<file path="src/rtl/fetch_pkg.sv">
// Shared types and constants for the instruction fetch unit.
// Holds the FSM encoding, pc step/width, end marker and slot bundle.
package fetch_pkg;

  localparam int PC_W = 32;

  localparam logic [PC_W-1:0] PC_STEP    = 32'd4;
  localparam logic [31:0]     END_MARKER = 32'd0;

  typedef enum logic [1:0] {
    ST_IDLE  = 2'd0,
    ST_FETCH = 2'd1,
    ST_HALT  = 2'd2
  } fetch_state_e;

  typedef struct packed {
    logic [31:0]     instr;
    logic [PC_W-1:0] pc;
  } slot_t;

  function automatic logic [15:0] sat_inc16(
    input logic [15:0] v
  );
    return (v == 16'hFFFF) ? v : v + 16'd1;
  endfunction

endpackage

</file>
<file path="src/rtl/fetch_output_slot.sv">
// One-entry valid/ready output register carrying instr and its pc.
// Ports: clk, reset, load/load_data, flush, ready in; valid, data out.
module fetch_output_slot
  import fetch_pkg::*;
(
  input  logic  clk,
  input  logic  reset,
  input  logic  load,
  input  logic  flush,
  input  logic  ready,
  input  slot_t load_data,
  output logic  valid,
  output slot_t data
);

  logic  valid_d, valid_q;
  slot_t data_d, data_q;

  // flush beats load; a held word drains on ready
  always_comb begin
    valid_d = valid_q;
    data_d  = data_q;
    if (flush) begin
      valid_d = 1'b0;
    end else if (load) begin
      valid_d = 1'b1;
      data_d  = load_data;
    end else if (valid_q && ready) begin
      valid_d = 1'b0;
    end
  end

  always_ff @(posedge clk) begin
    if (reset) begin
      valid_q <= 1'b0;
      data_q  <= '0;
    end else begin
      valid_q <= valid_d;
      data_q  <= data_d;
    end
  end

  assign valid = valid_q;
  assign data  = data_q;

endmodule

</file>
<file path="src/rtl/instruction_fetch_unit.sv">
// Fetch front end: owns pc, FSM, fetch_count; feeds decode via slot.
// Ports: clk, reset, start, imem_*, branch_*, instr_*, halted, count.
module instruction_fetch_unit
  import fetch_pkg::*;
#(
  parameter logic [31:0] RESET_PC     = 32'd0,
  parameter bit          HALT_ON_ZERO = 1'b1
) (
  input  logic        clk,
  input  logic        reset,
  input  logic        start,
  output logic [31:0] imem_addr,
  input  logic [31:0] imem_data,
  input  logic        branch_valid,
  input  logic [31:0] branch_target,
  output logic        instr_valid,
  input  logic        instr_ready,
  output logic [31:0] instr,
  output logic [31:0] instr_pc,
  output logic        halted,
  output logic [15:0] fetch_count
);

  fetch_state_e    state_d, state_q;
  logic [PC_W-1:0] pc_d, pc_q;
  logic [15:0]     cnt_d, cnt_q;

  logic  load, flush;
  logic  slot_free, is_end;
  slot_t load_data, slot_data;

  assign slot_free = !instr_valid || instr_ready;
  assign is_end    = HALT_ON_ZERO &&
                     (imem_data == END_MARKER);

  assign load_data.instr = imem_data;
  assign load_data.pc    = pc_q;

  always_comb begin
    state_d = state_q;
    pc_d    = pc_q;
    cnt_d   = cnt_q;
    load    = 1'b0;
    flush   = 1'b0;
    unique case (state_q)
      ST_IDLE: begin
        if (start) state_d = ST_FETCH;
      end
      ST_FETCH, ST_HALT: begin
        // redirect wins over capture and halt
        if (branch_valid) begin
          state_d = ST_FETCH;
          pc_d    = branch_target & ~32'd3;
          flush   = 1'b1;
        end else if (state_q == ST_FETCH &&
                     slot_free) begin
          if (is_end) begin
            state_d = ST_HALT;
          end else begin
            load  = 1'b1;
            pc_d  = pc_q + PC_STEP;
            cnt_d = sat_inc16(cnt_q);
          end
        end
      end
      default: state_d = ST_IDLE;
    endcase
  end

  always_ff @(posedge clk) begin
    if (reset) begin
      state_q <= ST_IDLE;
      pc_q    <= RESET_PC;
      cnt_q   <= 16'd0;
    end else begin
      state_q <= state_d;
      pc_q    <= pc_d;
      cnt_q   <= cnt_d;
    end
  end

  fetch_output_slot u_slot (
    .clk       (clk),
    .reset     (reset),
    .load      (load),
    .flush     (flush),
    .ready     (instr_ready),
    .load_data (load_data),
    .valid     (instr_valid),
    .data      (slot_data)
  );

  assign imem_addr   = pc_q;
  assign instr       = slot_data.instr;
  assign instr_pc    = slot_data.pc;
  assign halted      = (state_q == ST_HALT);
  assign fetch_count = cnt_q;

endmodule

</file>
<file path="config.mk">
export PLATFORM = sky130hd
export DESIGN_NAME = instruction_fetch_unit
export DESIGN_NICKNAME = d
export VERILOG_FILES = /design/src/rtl/fetch_pkg.sv /design/src/rtl/fetch_output_slot.sv /design/src/rtl/instruction_fetch_unit.sv
export SDC_FILE = /design/constraint.sdc
export NUM_CORES = 1
export LEC_CHECK = 0
export CAP_MARGIN = 0
export CORE_ASPECT_RATIO = 0.9
export CORE_MARGIN = 8
export CORE_UTILIZATION = 50
export CTS_CLUSTER_SIZE = 24
export DETAILED_ROUTE_END_ITERATION = 8
export MAX_ROUTING_LAYER = met4
export PLACE_DENSITY = 0.95
export SYNTH_ARGS = -nofsm -noshare
export SYNTH_HDL_FRONTEND = slang
export SYNTH_SLANG_ARGS = --single-unit
export TNS_END_PERCENT = 100
</file>
<file path="constraint.sdc">
create_clock -name clk -period 4.3 [get_ports clk]
set_input_delay 1.075 -clock clk [delete_from_list [all_inputs] [get_ports clk]]
set_output_delay 1.075 -clock clk [all_outputs]
set_load 0.05 [all_outputs]
</file>
== After elaboration in Yosys (flattened, before gate mapping) ==
Cells that the tools add are included.
Storage, ports and cells
  flip-flop bits (word level): 115
  bits of input ports: 69
  output and inout bits: 114
  word-level logic and storage cells: 49
Operators by class
  add/sub/neg operators: 2
  eq/ne operators: 7
  muxes and demuxes: 16
  bitwise logic cells: 4
  reduce and logical (&&, ||, !) cells: 14
Operators by type and width (number)
  two-way mux 32 bit: 3
  adder 32 x 3 -> 32 bit (second input constant): 1
  zero test 32 bit: 1
  adder 16 x 1 -> 16 bit (second input constant): 1
  equality test 16 bit (second input constant): 1
  two-way mux 1 bit: 8
  two-way mux 2 bit: 4
  != test 3 bit (second input constant): 2
  AND reduction 3 bit: 2
  AND reduction 5 bit: 1
  != test 2 bit (second input constant): 2
  NOT 1 bit: 4
  case mux 2 bit (2 select lines): 1
  nonzero test 2 bit: 2
  OR reduction 2 bit: 2
  equality test 2 x 1 -> 1 bit (second input constant): 1
  equality test 2 bit (second input constant): 1
  logical AND 1 bit: 2
  zero test 2 bit: 1
  AND reduction 2 bit: 1
  zero test 1 bit: 1
  logical OR 1 bit: 1

== Logic depth before layout (Yosys ltp) ==
  depth in word-level cells: 7
  gate-level depth with buffers: 9
  gate-level depth less buffers: 7

== Cells and area by module ==
From an unflattened synthesis, not the netlist that was laid out.
Second synthesis, totals
  cell total of the unflattened synthesis: 697
  area total of the unflattened synthesis: 6227.2 sq um
Modules (own cells, without submodules)
  instruction_fetch_unit: instances 1, cells an instance 401, area an instance 3144.3 sq um, sequential area each 960.9 sq um
  fetch_output_slot: instances 1, cells an instance 296, area an instance 3083.0 sq um, sequential area each 1301.2 sq um

== Worst setup path after synthesis ==
Ideal clock, no wire load.
  path type: input -> register
  start: input imem_data[22]
  end: register u_slot.data_q (netlist bit u_slot.data[51])
  library setup time: 0.070 ns
  arrival time: 2.408 ns
  data required time: 4.230 ns
  path slack: 1.822 ns
  stages: 8
  buffers on the path: 3
  cell sequence: nor4_1 -> nand4_1 -> o211ai_1 -> buf_4 -> buf_6 -> buf_4 -> nand2_1 -> a21oi_1
Between the ends
  longest elaborated chain between the ends: 6
RTL lines
  start, declared: line instruction_fetch_unit.sv:13  | input logic [31:0] imem_data,
  zero test 32 bit: line instruction_fetch_unit.sv:34  | (imem_data == END_MARKER);
  two-way mux 1 bit: line instruction_fetch_unit.sv:57  | if (is_end) begin
  two-way mux 1 bit: line instruction_fetch_unit.sv:55  | end else if (state_q == ST_FETCH &&
  two-way mux 1 bit: line instruction_fetch_unit.sv:51  | if (branch_valid) begin
  two-way mux 1 bit: line instruction_fetch_unit.sv:45  | unique case (state_q)
  AND reduction 2 bit (no line)
  end signal, assigned: line fetch_output_slot.sv:39  | data_q <= data_d;
  end, declared: line fetch_output_slot.sv:17  | slot_t data_d, data_q;
Every way passes these cells.
A chain may end at the register's enable or synchronous reset.

== Worst setup path in the final report ==
  start: input imem_data[22]
  end: register u_slot.data_q (netlist bit u_slot.data[48])
The elaborated chain is that of the path after synthesis.

==> impl_metrics.prom <==
# TYPE chip_impl_metric gauge
chip_impl_metric{name="std_cell_rows",unit=""} 36
chip_impl_metric{name="detail_route.iter0.violations",unit=""} 701
chip_impl_metric{name="seq_power_share",unit="%"} 47.7
chip_impl_info{name="worstSetupStartpointType",value="primary input"} 1
chip_impl_metric{name="synth_top_area_share",unit="%"} 40.2
chip_impl_metric{name="number_of_inserted_diodes",unit=""} 0
chip_impl_metric{name="max_freq",unit="GHz"} 0.319
chip_impl_metric{name="synth_seq_cells",unit=""} 111
chip_impl_info{name="grt_setup_unrepaired",value="false"} 1
chip_impl_info{name="yosys.area.top_type",value="sky130_fd_sc_hd__dfxtp_1"} 1
chip_impl_metric{name="hold-worst-slack",unit="ns"} 0.453
chip_impl_metric{name="post-cts-setup-buffer-count",unit=""} 0
chip_impl_info{name="worstHoldStart",value="u_slot.data[57]"} 1
chip_impl_metric{name="design.die.area",unit="um2"} 14700
chip_impl_metric{name="layout.area.seq",unit="um2"} 2220
chip_impl_metric{name="area_growth_syn_to_layout",unit="%"} 35.8
chip_impl_metric{name="total_drc_errors_in_the_routed_layout",unit=""} 0
chip_impl_metric{name="number_of_antenna_violations_at_the_first_check_in_global_routing",unit=""} 0
chip_impl_metric{name="max-slew-margin-rel",unit="%"} 20.2
chip_impl_metric{name="multiInputGateArea",unit="um2"} 2970
chip_impl_info{name="crit_path_top_delay_cell",value="sky130_fd_sc_hd__nor4_1"} 1
chip_impl_metric{name="worst-r2r-cell-count",unit=""} 7
chip_impl_info{name="crit_path_cell_trace",value="clkdlybuf4s50_1, nor4_1, nand4_1, o211ai_1, buf_4, nand2_1, a21oi_1"} 1
chip_impl_metric{name="ant_nets",unit=""} 0
chip_impl_metric{name="gp_routability_congestion",unit=""} 0.911
chip_impl_info{name="netlist_top_cells_area",value="sky130_fd_sc_hd__dfxtp_1, sky130_fd_sc_hd__nand2_1, sky130_fd_sc_hd__a21oi_1"} 1
chip_impl_metric{name="final_hold_viol_count",unit=""} 0
chip_impl_metric{name="m1WireLength",unit="um"} 7450
chip_impl_metric{name="synth.distinct_cells",unit=""} 65
chip_impl_metric{name="required",unit="ns"} 4.57
chip_impl_metric{name="pin_count_of_the_biggest_net_entering_global_routing",unit=""} 74
chip_impl_metric{name="critPathArrivalTime",unit="ns"} 3.40
chip_impl_metric{name="p_int",unit="mW"} 1.61
chip_impl_metric{name="drive_above_1_share",unit="%"} 5.39
chip_impl_metric{name="finish.net_count",unit=""} 924
chip_impl_metric{name="fp.coreArea",unit="um2"} 10800
chip_impl_metric{name="initial_core_util",unit="%"} 51.1
chip_impl_metric{name="final_max_slew_viol_count",unit=""} 0
chip_impl_metric{name="dp_hpwl",unit="um"} 12600
chip_impl_metric{name="post_cts_resized",unit=""} 0
chip_impl_metric{name="period_share",unit="%"} 72.8
chip_impl_metric{name="setup_total_neg_slack",unit="ns"} 0
chip_impl_metric{name="number_of_global_route_vias_before_repair",unit=""} 5541
chip_impl_metric{name="setup_viol",unit=""} 0
chip_impl_metric{name="buffer_ports.inserted",unit=""} 176
chip_impl_metric{name="postSynthCellCount",unit=""} 712
chip_impl_metric{name="gr-total-overflow",unit=""} 0
chip_impl_metric{name="timing.critical_path.slowest_cell_delay",unit="ns"} 0.47
chip_impl_info{name="post-synth-top-count-cell",value="sky130_fd_sc_hd__nand2_1"} 1
chip_impl_info{name="tritoncts_clock_tree",value="done"} 1
chip_impl_metric{name="final.min_clock_period",unit="ns"} 3.13
chip_impl_metric{name="wire_per_inst",unit="um"} 18.1
chip_impl_metric{name="vdd_ir_drop_max",unit="mV"} 0.198
chip_impl_metric{name="cts.reportedPaths.clkPinSlew",unit="ns"} 0.07
chip_impl_metric{name="met2_length",unit="um"} 8450
chip_impl_metric{name="postPlaceCellArea",unit="um2"} 7230
chip_impl_metric{name="postCtsHoldBufs",unit=""} 0
chip_impl_metric{name="boundaryPins",unit=""} 183
chip_impl_metric{name="tritoncts.num_buffers",unit=""} 9
chip_impl_info{name="synth_common_cells",value="sky130_fd_sc_hd__nand2_1, sky130_fd_sc_hd__dfxtp_1, sky130_fd_sc_hd__a21oi_1"} 1
chip_impl_metric{name="clock_latency",unit="ns"} 0.35
chip_impl_metric{name="pre_cts_slack",unit="ns"} 0.824
chip_impl_metric{name="met3_wirelength",unit="um"} 1590
chip_impl_info{name="outcome",value="completed"} 1
chip_impl_info{name="min_to",value="u_slot.data[57]"} 1
chip_impl_metric{name="max_capacitance_violation_count",unit=""} 0
chip_impl_metric{name="portion_of_total_power_attributed_to_the_clock_network",unit="%"} 33.8
chip_impl_metric{name="global_route_wire_length_before_repair",unit="um"} 28200
chip_impl_metric{name="comb_power_share",unit="%"} 18.5
chip_impl_metric{name="fin_total_pwr",unit="mW"} 2.32
chip_impl_info{name="prevailing_post_synth_register_cell",value="sky130_fd_sc_hd__dfxtp_1"} 1
chip_impl_info{name="cts_root_buf",value="sky130_fd_sc_hd__clkbuf_16"} 1
chip_impl_info{name="setup_crit_path_kind",value="in -> reg"} 1
chip_impl_metric{name="whs_path_depth",unit=""} 2
chip_impl_metric{name="grt.total_usage",unit="%"} 24.3
chip_impl_info{name="timing.rr.end",value="imem_addr[31]"} 1
chip_impl_metric{name="wl",unit="um"} 17900
chip_impl_metric{name="drt-pass1-iter-count",unit=""} 7
chip_impl_metric{name="cts_htree_levels",unit=""} 3
chip_impl_metric{name="rrSetupSlack",unit="ns"} 1.73
chip_impl_metric{name="power.share.switching",unit="%"} 30.5
chip_impl_metric{name="timing_worst_slew_pin_value",unit="ns"} 1.19
chip_impl_metric{name="worst_clock_skew",unit="ns"} 0.00582
chip_impl_metric{name="final.fill_count",unit=""} 859
chip_impl_metric{name="syn_area",unit="um2"} 5530
chip_impl_metric{name="post-route-cell-area",unit="um2"} 7500
chip_impl_metric{name="switching_power",unit="uW"} 708
chip_impl_metric{name="die_h",unit="um"} 116
chip_impl_info{name="crit_path_end_kind",value="flip-flop"} 1
chip_impl_metric{name="p_per_area",unit="nW/um2"} 309
chip_impl_metric{name="asyncSetResetFlopFracSynth",unit="%"} 0
chip_impl_metric{name="final.setup.worst_slack",unit="ns"} 1.17
chip_impl_metric{name="clock_path_buffers",unit=""} 2
chip_impl_info{name="hp-class",value="reg -> reg"} 1
chip_impl_metric{name="routed-via-count",unit=""} 5983
chip_impl_metric{name="critical_path_peak_fanout",unit=""} 41
chip_impl_info{name="top_signal_layer_used",value="met4"} 1
chip_impl_metric{name="leakagePower",unit="nW"} 2.40
chip_impl_metric{name="avgSynthCellArea",unit="um2"} 7.76
chip_impl_metric{name="yosysSeqAreaShare",unit="%"} 40.2
chip_impl_info{name="source_of_the_worst_register_to_register_timing_path",value="state_q[1]"} 1
chip_impl_metric{name="synth-warning-count",unit=""} 0
chip_impl_metric{name="vias_per_cell",unit=""} 6.07
chip_impl_metric{name="clock_sinks",unit=""} 111
chip_impl_metric{name="number_of_synthesized_flops_with_an_enable_pin",unit=""} 0
chip_impl_metric{name="die_width",unit="um"} 127
[area by class of cell]
type	instances	area share (%)
tap	133	2.22
sequential	111	29.6
inverter	6	0.300
timing repair buffer	187	24.6
clock inverter	6	0.617
clock buffer	9	3.00
multi-input combinational	534	39.6
[per-layer routing]
metal  vias to the layer above  GRT usage [%]
met4                         0           8.16
met3                        45           7.04
li1                       2848              -
met1                      2770           28.8
met5                         -              -
met2                       320           39.0
[layout by cell type, fill, tap and decap left out, types with 10 or more instances in the layout]
cell | Yosys | layout
sky130_fd_sc_hd__buf_4 | 12 | 11
sky130_fd_sc_hd__o31ai_1 | 18 | 18
sky130_fd_sc_hd__nor2_1 | 24 | 24
sky130_fd_sc_hd__a21oi_1 | 89 | 89
sky130_fd_sc_hd__clkdlybuf4s50_1 | 0 | 174
sky130_fd_sc_hd__and2_1 | 10 | 10
sky130_fd_sc_hd__nand3_1 | 30 | 30
sky130_fd_sc_hd__nand4_1 | 11 | 11
sky130_fd_sc_hd__nor4_1 | 15 | 15
sky130_fd_sc_hd__nand2_1 | 170 | 170
sky130_fd_sc_hd__or4_1 | 11 | 11
sky130_fd_sc_hd__o21ai_0 | 12 | 12
sky130_fd_sc_hd__dfxtp_1 | 111 | 111
[critical path, delay by kind of cell]
kind / cells / cell delay [ns]
simple gates: 3 / 0.87
compound gates: 2 / 0.57
buf+inv: 2 / 0.87
[power groups by stage]
stage	logic, mW	registers [mW]	clock network [mW]
global placement	0.421	1.13	0
detailed placement	0.424	1.13	0
global route	0.456	1.11	0.839
CTS	0.426	1.11	0.795
finish	0.429	1.11	0.785
floorplan	0.175	1.21	0
[kinds of logic (layout without fill, tap and decap cells)]
logic type | after synthesis | count (layout) | synth area share [%]
AO/OA/AOI/OAI | 195 | 195 | 22.6
multiplexers | 3 | 3 | 0.589
other | 1 | 4 | 0.0679
buffers and inverters | 70 | 208 | 6.39
flip-flops | 111 | 111 | 40.2
AND/OR/NAND/NOR | 326 | 326 | 28.8
adder cells (fa/ha/maj) | 6 | 6 | 1.36
[flip-flops by register name (all words and copies together), names as in the netlist]
name / count
imem_addr: 30
u_slot.valid: 1
fetch_count: 16
state_q: 2
u_slot.data: 62
[worst max-delay path by stage]
| stage | cells past startpoint | startpoint | slack, ns | endpoint |
|---|---|---|---|---|
| after floorplan | 8 | imem_data[22] | 1.82 | u_slot.data[51] |
| after global placement | 7 | imem_data[0] | 0.87 | imem_addr[31] |
| after detailed placement | 7 | imem_data[23] | 0.82 | u_slot.data[48] |
| after CTS | 7 | imem_data[22] | 1.18 | u_slot.data[48] |
| after global routing | 7 | imem_data[23] | 0.99 | u_slot.data[48] |
| final | 7 | imem_data[22] | 1.17 | u_slot.data[48] |
[stage by stage]
step	utilization (%)	std cells
finish	69.4	986
floorplan	-	715
global route	69.4	986
global placement	66.9	971
detailed placement	66.9	971
CTS	69.4	986
No activity file was read; power rests on OpenSTA's default activity.
